--- src/rtl/valve_pkg.sv ---
// rtl/valve_pkg.sv - shared defaults and state encoding for the valve PWM controller
package valve_pkg;

    localparam int DEF_NUM_CH    = 4;
    localparam int DEF_DUTY_W    = 8;
    localparam int DEF_PERIOD_MS = 20;
    localparam int DEF_CH_W      = 2;

    typedef enum logic [0:0] {
        S_IDLE = 1'b0,
        S_RUN  = 1'b1
    } state_e;

endpackage

--- src/rtl/tick_edge_detect.sv ---
// rtl/tick_edge_detect.sv - one-cycle pulse on each rising edge of a same-domain slow square wave
module tick_edge_detect (
    input  logic clk_100m,
    input  logic rst,
    input  logic in,
    output logic pulse
);

    logic in_q;
    logic in_d;
    logic armed_q;
    logic armed_d;

    always_comb begin
        in_d    = in;
        armed_d = 1'b1;
    end

    always_ff @(posedge clk_100m or posedge rst) begin
        if (rst) begin
            in_q    <= 1'b0;
            armed_q <= 1'b0;
        end else begin
            in_q    <= in_d;
            armed_q <= armed_d;
        end
    end

    // armed_q masks the first cycle after reset, so a level already high at release is not an edge
    assign pulse = in & ~in_q & armed_q;

endmodule

--- src/rtl/valve_pwm_ctrl.sv ---
// rtl/valve_pwm_ctrl.sv - multi-channel millisecond PWM valve driver with boundary-latched duty commands
module valve_pwm_ctrl
    import valve_pkg::*;
#(
    parameter int NUM_CH    = DEF_NUM_CH,
    parameter int DUTY_W    = DEF_DUTY_W,
    parameter int PERIOD_MS = DEF_PERIOD_MS,
    parameter int CH_W      = DEF_CH_W
) (
    input  logic              clk_100m,
    input  logic              rst,
    input  logic              clk_1k,
    input  logic              en,
    input  logic              cmd_valid,
    output logic              cmd_ready,
    input  logic [CH_W-1:0]   cmd_ch,
    input  logic [DUTY_W-1:0] cmd_duty,
    output logic              cmd_err,
    output logic [NUM_CH-1:0] valve_out,
    output logic              period_strt
);

    localparam logic [DUTY_W-1:0] LAST_PHASE = DUTY_W'(PERIOD_MS - 1);
    localparam logic [CH_W:0]     NUM_CH_L   = (CH_W + 1)'(NUM_CH);

    state_e            state_q, state_d;
    logic [DUTY_W-1:0] phase_q, phase_d;
    logic [DUTY_W-1:0] shadow_q [NUM_CH];
    logic [DUTY_W-1:0] shadow_d [NUM_CH];
    logic [DUTY_W-1:0] active_q [NUM_CH];
    logic [DUTY_W-1:0] active_d [NUM_CH];
    logic [NUM_CH-1:0] valve_q, valve_d;
    logic              err_q, err_d;
    logic              pstrt_q, pstrt_d;

    logic tick;
    logic run;
    logic boundary;
    logic transfer;
    logic ch_ok;

    tick_edge_detect u_tick (
        .clk_100m (clk_100m),
        .rst      (rst),
        .in       (clk_1k),
        .pulse    (tick)
    );

    always_comb begin
        state_d = S_IDLE;
        case (state_q)
            S_IDLE:  state_d = en ? S_RUN : S_IDLE;
            S_RUN:   state_d = en ? S_RUN : S_IDLE;
            default: state_d = S_IDLE;
        endcase
    end

    // Acting on the next state lets a falling en freeze the phase in the same cycle.
    assign run       = (state_d == S_RUN);
    assign boundary  = run & tick & (phase_q == LAST_PHASE);
    assign cmd_ready = ~boundary;
    assign transfer  = cmd_valid & cmd_ready;
    assign ch_ok     = ({1'b0, cmd_ch} < NUM_CH_L);

    always_comb begin
        phase_d  = phase_q;
        shadow_d = shadow_q;
        active_d = active_q;
        err_d    = transfer & ~ch_ok;
        pstrt_d  = boundary;

        if (!run) begin
            phase_d = '0;
        end else if (tick) begin
            phase_d = (phase_q == LAST_PHASE) ? '0 : phase_q + 1'b1;
        end

        for (int i = 0; i < NUM_CH; i++) begin
            if (!run || boundary) begin
                active_d[i] = shadow_q[i];
            end
            if (transfer && ch_ok && (cmd_ch == CH_W'(i))) begin
                shadow_d[i] = cmd_duty;
            end
        end
    end

    for (genvar g = 0; g < NUM_CH; g++) begin : g_cmp
        assign valve_d[g] = run & (phase_q < active_q[g]);
    end

    always_ff @(posedge clk_100m or posedge rst) begin
        if (rst) begin
            state_q <= S_IDLE;
            phase_q <= '0;
            valve_q <= '0;
            err_q   <= 1'b0;
            pstrt_q <= 1'b0;
            for (int i = 0; i < NUM_CH; i++) begin
                shadow_q[i] <= '0;
                active_q[i] <= '0;
            end
        end else begin
            state_q  <= state_d;
            phase_q  <= phase_d;
            valve_q  <= valve_d;
            err_q    <= err_d;
            pstrt_q  <= pstrt_d;
            shadow_q <= shadow_d;
            active_q <= active_d;
        end
    end

    assign valve_out   = valve_q;
    assign cmd_err     = err_q;
    assign period_strt = pstrt_q;

endmodule

--- config.mk ---
export PLATFORM = sky130hd
export DESIGN_NAME = valve_pwm_ctrl
export DESIGN_NICKNAME = d
export VERILOG_FILES = /design/src/rtl/valve_pkg.sv /design/src/rtl/tick_edge_detect.sv /design/src/rtl/valve_pwm_ctrl.sv
export SDC_FILE = /design/constraint.sdc
export NUM_CORES = 1
export LEC_CHECK = 0
export ABC_CLOCK_PERIOD_IN_PS = 5600
export CORE_MARGIN = 2
export CORE_UTILIZATION = 64
export CTS_CLUSTER_SIZE = 16
export DETAILED_ROUTE_END_ITERATION = 16
export PLACE_DENSITY = 0.84
export SETUP_SLACK_MARGIN = 0.4
export SLEW_MARGIN = 20
export SYNTH_ARGS = -nofsm -noshare
export SYNTH_HDL_FRONTEND = slang
export SYNTH_SLANG_ARGS = --single-unit
--- constraint.sdc ---
create_clock -name clk_100m -period 5.6 [get_ports clk_100m]
set_clock_uncertainty 0.2 [all_clocks]
set_input_delay 0.84 -clock clk_100m [delete_from_list [all_inputs] [get_ports clk_100m]]
set_output_delay 0.84 -clock clk_100m [all_outputs]
set_load 0.02 [all_outputs]
==> results.txt <==
Status -> finished clean
Critical hold path startpoint -> active_q[13]$_DFFE_PP0P_
Synthesized cell area -> 0.003959 mm^2
Post-CTS sizing -> 0
Placer Congestion -> 0.8007
FF-to-FF End -> active_q[16]$_DFFE_PP0P_
Static Leak -> 2.190 nW
WL final -> 7099 um
Slew headroom -> 0.4851
Core Region -> 0.005956 mm^2
Clock slew at reported path FFs -> 0.07 ns
Worst EP arrival -> 2.35 ns
Pre-CTS setup slack -> 2.211 ns
Register-to-register setup slack -> 3.01 ns
Max Fclk -> 295.2 MHz
Post-Synthesis Cells -> 290
Crit-path cells -> clkdlybuf4s50_1 -> and3b_1 -> nand4_4 -> clkdlybuf4s50_1
Largest delay share family, worst path -> buffers and inverters
Vias in the first global route -> 2,331
CP max stage cell -> clkdlybuf4s50_1
Peak supply drop -> 0.0002197 V
Final nets -> 359
Largest cells by area after synthesis -> dfrtp_1, mux2_4, mux2_2
Share of the synthesized area in the top cell type -> 0.4994
WP buf/inv -> 2
Pin count of the biggest net entering global routing -> 44
Io pins -> 22
Die width -> 82.65 um
Dominant cell type by area after synthesis -> dfrtp_1
Hold Vio Cnt, Final -> 0
Mapped Nets -> 334
Avg Cell Area, Syn -> 13.65 um^2
Post-CTS Setup Bufs -> 0
Worst setup margin -> 2.213 ns
Area of placed instances -> 0.004182 mm^2
Grt ovf -> 0
Synth cell types -> 39
Power per cell area -> 326.3 mW/mm^2
DRC -> 0
Clock Path Buffers -> 2
Buffers added on ports -> 20
Worst Reg-to-Reg Cells -> 6
Hold-fix buffers, CTS -> 0
Most frequent cell after synthesis -> dfrtp_1
Diodes inserted -> 0
Register area share after synthesis -> 0.4994
Layout cells sized above 1 -> 0.2750
WP depth -> 4
HPWL after DPL -> 4949 um
Initial antenna violation count -> 0
Reg2reg start -> phase_q[1]$_DFFE_PP0P_
Max Cap Viol -> 0
P&R area growth vs syn -> 10.90%
List of most frequent post-synthesis cells -> dfrtp_1, mux2_2, inv_1, mux2_4, ha_1
Final Util -> 0.7372
Max-slew violations -> 0
1st-iter DRT viols -> 80
CP required -> 4.56 ns
Drt via density -> 5.848
Worst-Margin Slew -> 0.7712 ns
Synth warn -> 0
# rows -> 28
Critical Path Max Stage Delay -> 0.59 ns
Global-route wire length before repair -> 11,810 um
Crit-path most repeated cell -> clkdlybuf4s50_1
Crit start category -> input pin
Ys flop type -> dfrtp_1
Die height -> 82.65 um
RSZ-0062 raised after global routing -> false
Clock Latency Late Sink -> 0.36 ns
Drt pass-1 iters -> 6
Final cell count without fillers -> 395
Hold Crit Depth -> 1
Worst Hold End -> active_q[13]$_DFFE_PP0P_
Placed cells -> 379
Final Power -> 1.433 mW
Post-synth EDFFs -> 0
CTS tree -> built
CP Capture Type -> output port
Crit Path Max Fanout -> 7
Initial core utilization -> 0.6647
Die area -> 0.006831 mm^2
Setup_tns -> 0 ns
Finished Cell Area -> 0.004390 mm^2
Crit path time final -> 3.387 ns
Routed WL per cell -> 17.97 um
Critical path class -> in2out
Fin Hold WS -> 0.3113 ns
Final setup viols -> 0
Fin crit share -> 0.6049
Sink Count -> 79
H-tree depth -> 3
Tot GR Track Use -> 0.2416
Antenna viol nets, final -> 0
Clk root buf -> clkbuf_8
Total CTS buffers -> 9
Vias -> 2,310
Seq cells post-synth -> 79
Ys async rst share -> 1.000
Worst hold path type -> reg2reg
-- how the worst max path moves through the flow --
| stage | start | end | slack (ns) |
|---|---|---|---|
| 2_1_floorplan | rst | active_q[0]$_DFFE_PP0P_ | 2.54 |
| 3_3_place_gp | clk_1k | cmd_ready | 2.23 |
| 3_5_place_dp | clk_1k | cmd_ready | 2.21 |
| 4_1_cts | clk_1k | cmd_ready | 2.21 |
| 5_1_grt | clk_1k | cmd_ready | 2.14 |
| 6_report | clk_1k | cmd_ready | 2.21 |
-- cells by family after synthesis --
family / synth area share
compound gates: 0.06322
xor+xnor: 0.006638
fa+ha+maj: 0.09166
buf+inv: 0.05215
flops: 0.4994
mux: 0.2178
other cells: 0.001897
simple gates: 0.06732
-- area by class of cell --
class                           instances  area, um^2
Clock buffer                           13       168.9
Clock inverter                          3       40.04
Fill cell                             409        1565
Inverter                               32       120.1
Multi-Input combinational cell        171        1775
Sequential cell                        79        1977
Tap cell                               75       93.84
Timing Repair Buffer                   22       215.2
-- layout by cell type (no fill, tap or decap), types with 2 or more instances in the layout --
master	n
dfrtp_1	79
nand3_1	3
nor3_1	3
nand2b_1	7
clkinv_2	2
ha_1	29
buf_4	2
o21ai_0	2
inv_1	31
o2111ai_1	3
o31a_1	3
a21oi_1	8
a22o_1	4
xnor2_1	2
clkdlybuf4s50_1	20
nor2_1	3
mux2_4	32
a2111oi_0	3
conb_1	2
clkbuf_8	12
nand2_1	5
and4b_1	2
nor2b_1	2
a21o_1	8
mux2_2	33
nand4_1	2
-- per-layer routing --
| layer | up-vias | part of all wire | GRT usage |
|---|---|---|---|
| li1 | 1075 | - | - |
| met2 | 38 | 0.48 | 0.3718 |
| met3 | 15 | 0.037 | 0.06413 |
| met5 | - | 0 | 0 |
| met1 | 1182 | 0.46 | 0.3240 |
| met4 | 0 | 0.019 | 0.1049 |
-- registers in the layout (all words and copies together) (netlist names) --
signal and flops:
period_strt 1, phase_q 8, active_q 32, u_tick.armed_q 1, u_tick.in_q 1, valve_out 4
shadow_q 32
-- report_power, final --
group	switching, mW	leakage [nW]	internal (mW)	total [mW]
combinational	0.108	1.13	0.156	0.264
clock	0.199	0.109	0.241	0.440
sequential	0.0571	0.954	0.672	0.729
total	0.363	2.19	1.07	1.43
-- worst register-to-register path, stage by stage, from the launching register on --
cell	delay, ns
dfrtp_1	0.54
ha_1	0.27
nor4b_4	0.33
nand4_4	0.20
nand2_1	0.12
buf_4	0.39
mux2_2	0.44
Note: power is estimated with default switching activity, not from simulation.
